==> src/rtl/mips_pkg.sv <==
// Shared definitions for the MIPS front end: data width, NOP encoding,
// default reset vector and the next-PC source selector.
package mips_pkg;

  localparam int XLEN = 32;
  localparam logic [XLEN-1:0] NOP = 32'h0000_0000;
  localparam logic [XLEN-1:0] DEFAULT_RESET_PC = 32'h0000_0000;

  typedef enum logic [1:0] {
    SEL_SEQ    = 2'd0,
    SEL_BRANCH = 2'd1,
    SEL_JUMP   = 2'd2
  } pc_sel_e;

  // Redirect targets are forced onto a word boundary.
  function automatic logic [XLEN-1:0] word_align(input logic [XLEN-1:0] addr);
    return {addr[XLEN-1:2], 2'b00};
  endfunction

endpackage

==> src/rtl/if_stage_if.sv <==
// Bus between the fetch stage and its neighbours: hazard/ID control, the
// instruction memory port, and the IF/ID register outputs.
interface if_stage_if #(
    parameter int CNT_W = 16
) ();
    // PC_IFWrite is a plain enable: 1 = PC and IF/ID advance this edge,
    // 0 = both hold and any redirect request in the same cycle is ignored.
    // IMemData must be a combinational function of IMemAddr.
    logic             PC_IFWrite;
    logic             BranchTaken_id;
    logic [31:0]      BranchAddr_id;
    logic             Jump_id;
    logic [31:0]      JumpAddr_id;
    logic [31:0]      IMemData;
    logic [31:0]      IMemAddr;
    logic [31:0]      PC_if;
    logic [31:0]      Instr_id;
    logic [31:0]      PCPlus4_id;
    logic             Valid_id;
    logic [CNT_W-1:0] StallCount;

    modport master (
        output PC_IFWrite, BranchTaken_id, BranchAddr_id, Jump_id, JumpAddr_id,
        output IMemData,
        input  IMemAddr, PC_if, Instr_id, PCPlus4_id, Valid_id, StallCount
    );

    modport slave (
        input  PC_IFWrite, BranchTaken_id, BranchAddr_id, Jump_id, JumpAddr_id,
        input  IMemData,
        output IMemAddr, PC_if, Instr_id, PCPlus4_id, Valid_id, StallCount
    );
endinterface

==> src/rtl/pc_reg.sv <==
// Program counter: next-PC selection (jump > branch > sequential) and the
// PC register itself with write enable and asynchronous reset.
module pc_reg
    import mips_pkg::*;
#(
    parameter logic [31:0] RESET_PC = DEFAULT_RESET_PC
) (
    input  logic        clk,
    input  logic        rst_n,
    input  logic        we,
    input  logic        jump,
    input  logic [31:0] jump_addr,
    input  logic        branch,
    input  logic [31:0] branch_addr,
    output logic [31:0] pc,
    output logic [31:0] pc_plus4,
    output logic        redirect
);

    pc_sel_e     sel;
    logic [31:0] pc_next;

    // Sequential increment wraps naturally at 2^32.
    assign pc_plus4 = pc + 32'd4;

    always_comb begin
        sel = SEL_SEQ;
        if (jump) begin
            sel = SEL_JUMP;
        end else if (branch) begin
            sel = SEL_BRANCH;
        end
    end

    always_comb begin
        pc_next = pc_plus4;
        case (sel)
            SEL_JUMP:   pc_next = word_align(jump_addr);
            SEL_BRANCH: pc_next = word_align(branch_addr);
            default:    pc_next = pc_plus4;
        endcase
    end

    assign redirect = (sel != SEL_SEQ);

    always_ff @(posedge clk or negedge rst_n) begin
        if (!rst_n) begin
            pc <= RESET_PC;
        end else if (we) begin
            pc <= pc_next;
        end
    end

endmodule

==> src/rtl/if_stage.sv <==
// Instruction fetch stage: owns the IF/ID pipeline register and the stall
// counter; the PC and its next-address mux live in pc_reg.
module if_stage
    import mips_pkg::*;
#(
    parameter logic [31:0] RESET_PC = DEFAULT_RESET_PC,
    parameter int          CNT_W    = 16
) (
    input logic       clk,
    input logic       rst_n,
    if_stage_if.slave bus
);

    logic [31:0]      pc;
    logic [31:0]      pc_plus4;
    logic             redirect;
    logic [31:0]      instr_q;
    logic [31:0]      pcp4_q;
    logic             valid_q;
    logic [CNT_W-1:0] stall_cnt;

    pc_reg #(
        .RESET_PC (RESET_PC)
    ) u_pc_reg (
        .clk         (clk),
        .rst_n       (rst_n),
        .we          (bus.PC_IFWrite),
        .jump        (bus.Jump_id),
        .jump_addr   (bus.JumpAddr_id),
        .branch      (bus.BranchTaken_id),
        .branch_addr (bus.BranchAddr_id),
        .pc          (pc),
        .pc_plus4    (pc_plus4),
        .redirect    (redirect)
    );

    // A redirect squashes the wrong-path fetch into a single bubble.
    always_ff @(posedge clk or negedge rst_n) begin
        if (!rst_n) begin
            instr_q <= NOP;
            pcp4_q  <= '0;
            valid_q <= 1'b0;
        end else if (bus.PC_IFWrite) begin
            if (redirect) begin
                instr_q <= NOP;
                pcp4_q  <= '0;
                valid_q <= 1'b0;
            end else begin
                instr_q <= bus.IMemData;
                pcp4_q  <= pc_plus4;
                valid_q <= 1'b1;
            end
        end
    end

    always_ff @(posedge clk or negedge rst_n) begin
        if (!rst_n) begin
            stall_cnt <= '0;
        end else if (!bus.PC_IFWrite && (stall_cnt != {CNT_W{1'b1}})) begin
            stall_cnt <= stall_cnt + CNT_W'(1);
        end
    end

    assign bus.IMemAddr   = pc;
    assign bus.PC_if      = pc;
    assign bus.Instr_id   = instr_q;
    assign bus.PCPlus4_id = pcp4_q;
    assign bus.Valid_id   = valid_q;
    assign bus.StallCount = stall_cnt;

endmodule
==> src/flat_wrapper.sv <==
// flat-port wrapper written by rule: the top's interface ports become plain ports
module if_stage_flat import mips_pkg::*;
#(
    parameter logic [31:0] RESET_PC = DEFAULT_RESET_PC,
    parameter int          CNT_W    = 16
)
  (clk, rst_n, bus_PC_IFWrite, bus_BranchTaken_id, bus_BranchAddr_id, bus_Jump_id, bus_JumpAddr_id, bus_IMemData, bus_IMemAddr, bus_PC_if, bus_Instr_id, bus_PCPlus4_id, bus_Valid_id, bus_StallCount);
  if_stage_if #(.CNT_W(CNT_W)) bus_i ();
  input logic clk;
  input logic rst_n;
  input wire logic [$bits(bus_i.PC_IFWrite)-1:0] bus_PC_IFWrite;
  input wire logic [$bits(bus_i.BranchTaken_id)-1:0] bus_BranchTaken_id;
  input wire logic [$bits(bus_i.BranchAddr_id)-1:0] bus_BranchAddr_id;
  input wire logic [$bits(bus_i.Jump_id)-1:0] bus_Jump_id;
  input wire logic [$bits(bus_i.JumpAddr_id)-1:0] bus_JumpAddr_id;
  input wire logic [$bits(bus_i.IMemData)-1:0] bus_IMemData;
  output wire logic [$bits(bus_i.IMemAddr)-1:0] bus_IMemAddr;
  output wire logic [$bits(bus_i.PC_if)-1:0] bus_PC_if;
  output wire logic [$bits(bus_i.Instr_id)-1:0] bus_Instr_id;
  output wire logic [$bits(bus_i.PCPlus4_id)-1:0] bus_PCPlus4_id;
  output wire logic [$bits(bus_i.Valid_id)-1:0] bus_Valid_id;
  output wire logic [$bits(bus_i.StallCount)-1:0] bus_StallCount;
  assign bus_i.PC_IFWrite = bus_PC_IFWrite;
  assign bus_i.BranchTaken_id = bus_BranchTaken_id;
  assign bus_i.BranchAddr_id = bus_BranchAddr_id;
  assign bus_i.Jump_id = bus_Jump_id;
  assign bus_i.JumpAddr_id = bus_JumpAddr_id;
  assign bus_i.IMemData = bus_IMemData;
  assign bus_IMemAddr = bus_i.IMemAddr;
  assign bus_PC_if = bus_i.PC_if;
  assign bus_Instr_id = bus_i.Instr_id;
  assign bus_PCPlus4_id = bus_i.PCPlus4_id;
  assign bus_Valid_id = bus_i.Valid_id;
  assign bus_StallCount = bus_i.StallCount;
  if_stage #(.RESET_PC(RESET_PC), .CNT_W(CNT_W)) u_core (.clk(clk), .rst_n(rst_n), .bus(bus_i));
endmodule
==> config.mk <==
export PLATFORM = sky130hd
export DESIGN_NAME = if_stage_flat
export DESIGN_NICKNAME = d
export VERILOG_FILES = /design/src/rtl/mips_pkg.sv /design/src/rtl/if_stage_if.sv /design/src/rtl/pc_reg.sv /design/src/rtl/if_stage.sv /design/src/flat_wrapper.sv
export SDC_FILE = /design/constraint.sdc
export NUM_CORES = 1
export LEC_CHECK = 0
export BUFFER_PORTS_ARGS = -buffer_cell sky130_fd_sc_hd__buf_2
export CORE_ASPECT_RATIO = 0.9
export CORE_UTILIZATION = 45
export DETAILED_ROUTE_END_ITERATION = 10
export PLACE_DENSITY = 0.88
export SLEW_MARGIN = 20
export SYNTH_ARGS = -nofsm -noshare
export SYNTH_HDL_FRONTEND = slang
export SYNTH_SLANG_ARGS = --single-unit
==> constraint.sdc <==
create_clock -name clk -period 2.25 [get_ports clk]
set_input_delay 0.3375 -clock clk [delete_from_list [all_inputs] [get_ports clk]]
set_output_delay 0.3375 -clock clk [all_outputs]
set_load 0.1 [all_outputs]
==> summary.txt, run 1 <==
Outcome
  • Status: finished, final reports clean

Floorplan
  • Area of the core: 0.0134 mm2
  • Die height: 114 um
  • # rows: 40
  • Die area: 0.0143 mm2
  • Initial core utilization: 46.4%
  • Die W: 126 um
  • Top Ports: 246

Placement
  • Placed insts: 1,020
  • Final GP Congestion: 0.842
  • Post-DP HPWL: 13,500 um
  • Port Buffers: 235

Clock tree
  • CTS clk-pin slew, worst paths: 0.07 ns
  • Post-CTS resize count: 0
  • Max H-tree Level: 3
  • CTS root buf: clkbuf_16
  • Clk_lat worst skew: 0.36 ns
  • Clock Sinks: 109
  • Clock buffer depth: 2
  • CTS tree: yes
  • Number of buffers created by CTS: 9

Setup path
  • WP data arrival: 2.29 ns
  • Crit end category: register
  • Crit path max fanout: 10
  • Kind of critical path: reg -> reg
  • Element type at the critical path start: register
  • Worst endpoint required time: 2.49 ns

Pwr
  • P per Cell Area: 962 mW/mm2
  • Worst VDD drop: 0.601 mV
  • Total power: 7.51 mW
  • Static leakage: 3.76 nW

Routing
  • Antenna-violating nets left: 0
  • Wirelength per Cell: 18.0 um
  • Routed vias: 5,990
  • Vias per cell: 5.77
  • Drt total wl: 18,600 um
  • DRC: 0
  • First-pass DRT Iterations: 5
  • Initial DRC Count: 576

Final layout
  • Layout cells sized above 1: 39.1%
  • Most common cell after layout, fill and taps aside: buf_2
  • Most frequent cells in the layout: buf_2, nand2_1, dfrtp_1
  • # fillers: 1,181
  • Final #Nets: 967
  • P&R area growth vs syn: 25.3%
  • Fin cells: 1,038
  • Max reg flops: 32

STA
  • Slew of the pin with the lowest slew margin: 0.613 ns
  • Max-slew violations: 0
  • Slew margin rel.: 58.8%
  • Fmax: 489 MHz
  • RSZ-0062 raised after global routing: no
  • Final hold vios: 0
  • Final critical-path required period: 2.05 ns
  • Final Setup Violations: 0
  • Clk_skew: 0.00927 ns
  • Final period utilization: 91.0%
  • Setup_tns: 0 ns

Global routing
  • Total GRT Usage: 26.6%
  • Largest net degree at the start of global routing: 56
  • Grt total ovfl: 0
  • Vias in the first global route: 5,657
  • Antenna violations before repair: 2
  • Global-route wire length before repair: 29,900 um

Logic synthesis
  • Post-Syn Area: 0.00623 mm2
  • Ys Warns: 0
  • Cells after Synth: 674
  • Post-Synth XOR/XNOR Area: 3.51%
  • Adder-Cell Fraction of Synth Area: 0.402%
  • Yosys cell types: 64
  • #FFs+latches synth: 109
  • Top cell type's share of synthesized area: 43.8%
  • Number of synthesized flops with an enable pin: 0
  • Mux share of post-synthesis cell area: 1.55%
  • Ys async rst share: 100%
  • Area leader, netlist: dfrtp_1
  • Largest cells by area after synthesis: dfrtp_1, nand2_1, o2bb2ai_1
  • Syn_area_per_cell: 9.24 um2
  • Sequential fraction of the synthesis area: 43.8%
  • Synth Flop Type: dfrtp_1
  • Simple-Gate Fraction of Synth Area: 22.6%
  • Largest family of logic cells by synthesized area: simple AND/OR/NAND/NOR gates
  • Synth Area in Compound Gates: 19.2%

Worst hold path
  • Worst hold path type: in -> reg

Run
  • Max-cap violation count: 0
[path summary, 6_finish.rpt]
path,start,endpoint,slack [ns],depth (start not counted)
min in group asynchronous,rst_n,u_core.bus.Instr_id[30],0.44,2
hold / removal,bus_IMemData[27],u_core.bus.Instr_id[27],0.20,3
hold reg to reg,u_core.bus.PCPlus4_id[19],u_core.bus.PCPlus4_id[19],0.48,2
setup / recovery,u_core.u_pc_reg.pc[2],u_core.u_pc_reg.pc[16],0.20,5
max in group asynchronous,rst_n,u_core.u_pc_reg.pc[14],1.16,3
setup reg to reg,u_core.u_pc_reg.pc[2],u_core.u_pc_reg.pc[16],0.20,5
[per-layer routing]
layer,wire [um],track usage [%],vias up
met4,397,10.2,2
li1,-,-,2797
met1,8350,36.7,2897
met2,8480,41.1,265
met5,13,0,-
met3,1410,5.53,29
[cells by family (layout without fill, tap and decap cells)]
family                   after synthesis  count (layout)
AO/OA/AOI/OAI                        158             158
buffers and inverters                 99             289
adder cells (fa/ha/maj)                2               2
other                                  1               7
multiplexers                           9               9
AND/OR/NAND/NOR                      271             271
XOR/XNOR                              25              25
flip-flops                           109             109
[critical path, cell delays in order (launching register included)]
cell and delay [ns]:
dfrtp_4 0.49, ha_4 0.18, nand3_1 0.13, or4_2 0.74, a21o_1 0.20, a22o_1 0.18
[layout make-up]
type / count / area, um2 / area share (%)
Multi-Input combinational cell: 471 / 3010 / 38.6
Sequential cell: 109 / 2800 / 35.8
Timing Repair Buffer: 265 / 1460 / 18.7
Clock buffer: 12 / 246 / 3.16
Tap cell: 168 / 210 / 2.69
Clock inverter: 4 / 50.0 / 0.641
Inverter: 8 / 31.3 / 0.401
Antenna cell: 1 / 2.50 / 0.0321
[through the flow]
step | setup WS (ns) | utilization, % | hold WS, ns | area (um2)
6_report | 0.204 | 58.2 | 0.203 | 7800
5_1_grt | 0.0888 | 58.2 | 0.204 | 7800
4_1_cts | 0.188 | 58.2 | 0.195 | 7800
3_5_place_dp | 0.203 | 55.9 | 0.296 | 7500
3_3_place_gp | 0.231 | 55.9 | 0.296 | 7500
2_1_floorplan | 0.00305 | - | 0.0419 | 6380
[synthesized netlist by cell type (5+ instances only)]
cell / count
inv_1: 7
buf_4: 39
a21o_1: 8
nand3b_1: 10
nor4_1: 9
xor2_1: 13
and3_1: 8
nor2_1: 22
nor3_1: 23
nand4_1: 20
o2111ai_1: 6
o211ai_1: 10
dfrtp_1: 109
mux2_2: 5
o2bb2ai_1: 46
nand3_1: 29
o31ai_1: 10
o311ai_0: 6
nand2b_1: 7
xnor2_1: 12
buf_1: 5
clkbuf_1: 44
o21ai_0: 19
a22o_1: 10
a21oi_1: 23
nand2_1: 108
[where the power goes]
group	switching, mW	internal [mW]
Sequential	0.325	2.21
Combinational	2.78	0.564
Clock	0.743	0.894
[timing repair]
item,in CTS,in global routing
hold buffers,1,0
setup buffers,0,0
hold endpoints to repair,26,0
Note: power is estimated with default switching activity, not from simulation.
==> inputs of run 2 (changes only) <==
Settings changed: GPL_TIMING_DRIVEN set to 0, PLACE_DENSITY 0.88 to 0.78.
==> summary.txt, run 2 (synthesis gave the netlist of run 1 again) <==
Setup path
  • Element type at the critical path start: register
  • R2R setup slack: 0.07 ns
  • Worst endpoint required time: 2.50 ns
  • Kind of critical path: reg -> reg
  • Crit-path cells: ha_4 > nand3_2 > or4_2 > a21o_1 > a22o_1
  • Worst path slowest cell: or4_2
  • Crit end category: register
  • WP data arrival: 2.43 ns
  • Largest stage delay on the critical path: 0.79 ns
  • Crit path max fanout: 10

Final layout
  • Register area: 0.00280 mm2
  • Multi-input gate area: 0.00304 mm2
  • Most frequent cells in the layout: buf_2, nand2_1, dfrtp_1
  • Max reg flops: 32
  • Final #Nets: 1,029
  • Final core occ: 61.0%
  • Most common cell after layout, fill and taps aside: buf_2
  • P&R area growth vs syn: 31.3%
  • Design area: 0.00818 mm2
  • Layout cells sized above 1: 39.3%
  • # fillers: 1,209

Global routing
  • Antenna violations before repair: 2
  • Total GRT Usage: 30.1%
  • Vias in the first global route: 5,953
  • Grt total ovfl: 0
  • Largest net degree at the start of global routing: 61
  • Global-route wire length before repair: 33,100 um

Clock tree
  • Clock buffer depth: 2
  • Clk_lat worst skew: 0.36 ns
  • Number of buffers created by CTS: 9
  • CTS clk-pin slew, worst paths: 0.08 ns
  • Max H-tree Level: 3
  • Clock Sinks: 109
  • CTS tree: yes
  • CTS root buf: clkbuf_16

Routing
  • Vias per cell: 5.80
  • DRC: 0
  • Initial DRC Count: 685
  • Routed vias: 6,386
  • Antenna-violating nets left: 0
  • Wirelength per Cell: 19.3 um
  • Drt total wl: 21,300 um
  • First-pass DRT Iterations: 5

Placement
  • Post-DP HPWL: 15,600 um
  • Port Buffers: 234
  • Placed Area: 0.00779 mm2
  • DP Worst Slack: -0.458 ns
  • Final GP Congestion: 0.912

Floorplan
  • Area of the core: 0.0134 mm2
  • Die W: 126 um
  • Die height: 114 um
  • Die area: 0.0143 mm2
  • # rows: 40
  • Top Ports: 246
  • Initial core utilization: 46.4%

STA
  • Slew of the pin with the lowest slew margin: 0.866 ns
  • Final Setup Violations: 0
  • Final WS setup: 0.0735 ns
  • Final hold vios: 0
  • Clk_skew: 0.0104 ns
  • Slew margin rel.: 41.8%
  • Final period utilization: 96.7%
  • Max-slew violations: 0
  • Hold Slack: 0.194 ns
  • Final critical-path required period: 2.18 ns
  • Fmax: 459 MHz

Run
  • Max-cap violation count: 0

Pwr
  • P per Cell Area: 954 mW/mm2
  • Total power: 7.80 mW
  • Static leakage: 3.93 nW
  • Worst VDD drop: 0.576 mV

Worst hold path
  • Worst hold path type: in -> reg

Outcome
  • Status: finished, final reports clean
==> run 2: cell count changes in the layout (fill, tap and decap cells not counted), sizes merged <==
cell	before	now
diode	1	2
inv	7	10
clkinvlp	2	0
buf	264	282
clkinv	2	4
clkbuf	12	53
==> run 2: final timing paths <==
check | start | endpoint | depth (start not counted)
setup / recovery | u_core.u_pc_reg.pc[2] | u_core.u_pc_reg.pc[16] | 5
hold / removal | bus_IMemData[6] | u_core.bus.Instr_id[6] | 3
setup reg to reg | u_core.u_pc_reg.pc[2] | u_core.u_pc_reg.pc[16] | 5
hold reg to reg | u_core.bus.Instr_id[30] | u_core.bus.Instr_id[30] | 1
max in group asynchronous | rst_n | u_core.u_pc_reg.pc[21] | 3
min in group asynchronous | rst_n | u_core.bus.Instr_id[18] | 2
==> run 2: critical path: cells and delay by family (launching register included) <==
family | cells | cell delay (ns)
compound gates | 2 | 0.40
simple gates | 2 | 0.97
flops | 1 | 0.51
fa+ha+maj | 1 | 0.18
==> run 2: power by group <==
group	internal (mW)	switching (mW)
sequential	2.20	0.306
combinational	0.677	2.87
clock	0.906	0.842
==> run 2: final cells by class <==
class	count	share of cell area, %
antenna	2	0.0612
buffer	89	6.61
clock buffer	9	2.75
clock inverter	7	1.25
inverter	8	0.367
multi-input combinational	471	37.1
sequential	109	34.2
tap	168	2.57
timing repair buffer	238	15.0
==> run 2: what timing repair did <==
item / in CTS / in global routing
resized for setup: 5 / 10
hold buffers: 1 / 0
endpoints found under the hold margin: 59 / 0
buffers inserted: 0 / 2
endpoints found under the setup margin: 9 / 42
pin swaps: 1 / 1
==> run 2: stage by stage <==
stage / TNS (ns) / std cells
4_1_cts: 0 / 1099
5_1_grt: -0.00119 / 1100
6_report: 0 / 1101
3_5_place_dp: -11.29 / 1082
2_1_floorplan: 0 / 679
3_3_place_gp: -71.76 / 1081
==> run 2: per-layer routing <==
layer	share of wire, %	global-route usage [%]	up-vias
li1	-	-	2945
met1	42	40.3	3026
met2	45	45.5	356
met3	9.6	9.19	59
met4	3.6	12.6	0
met5	0	0	-
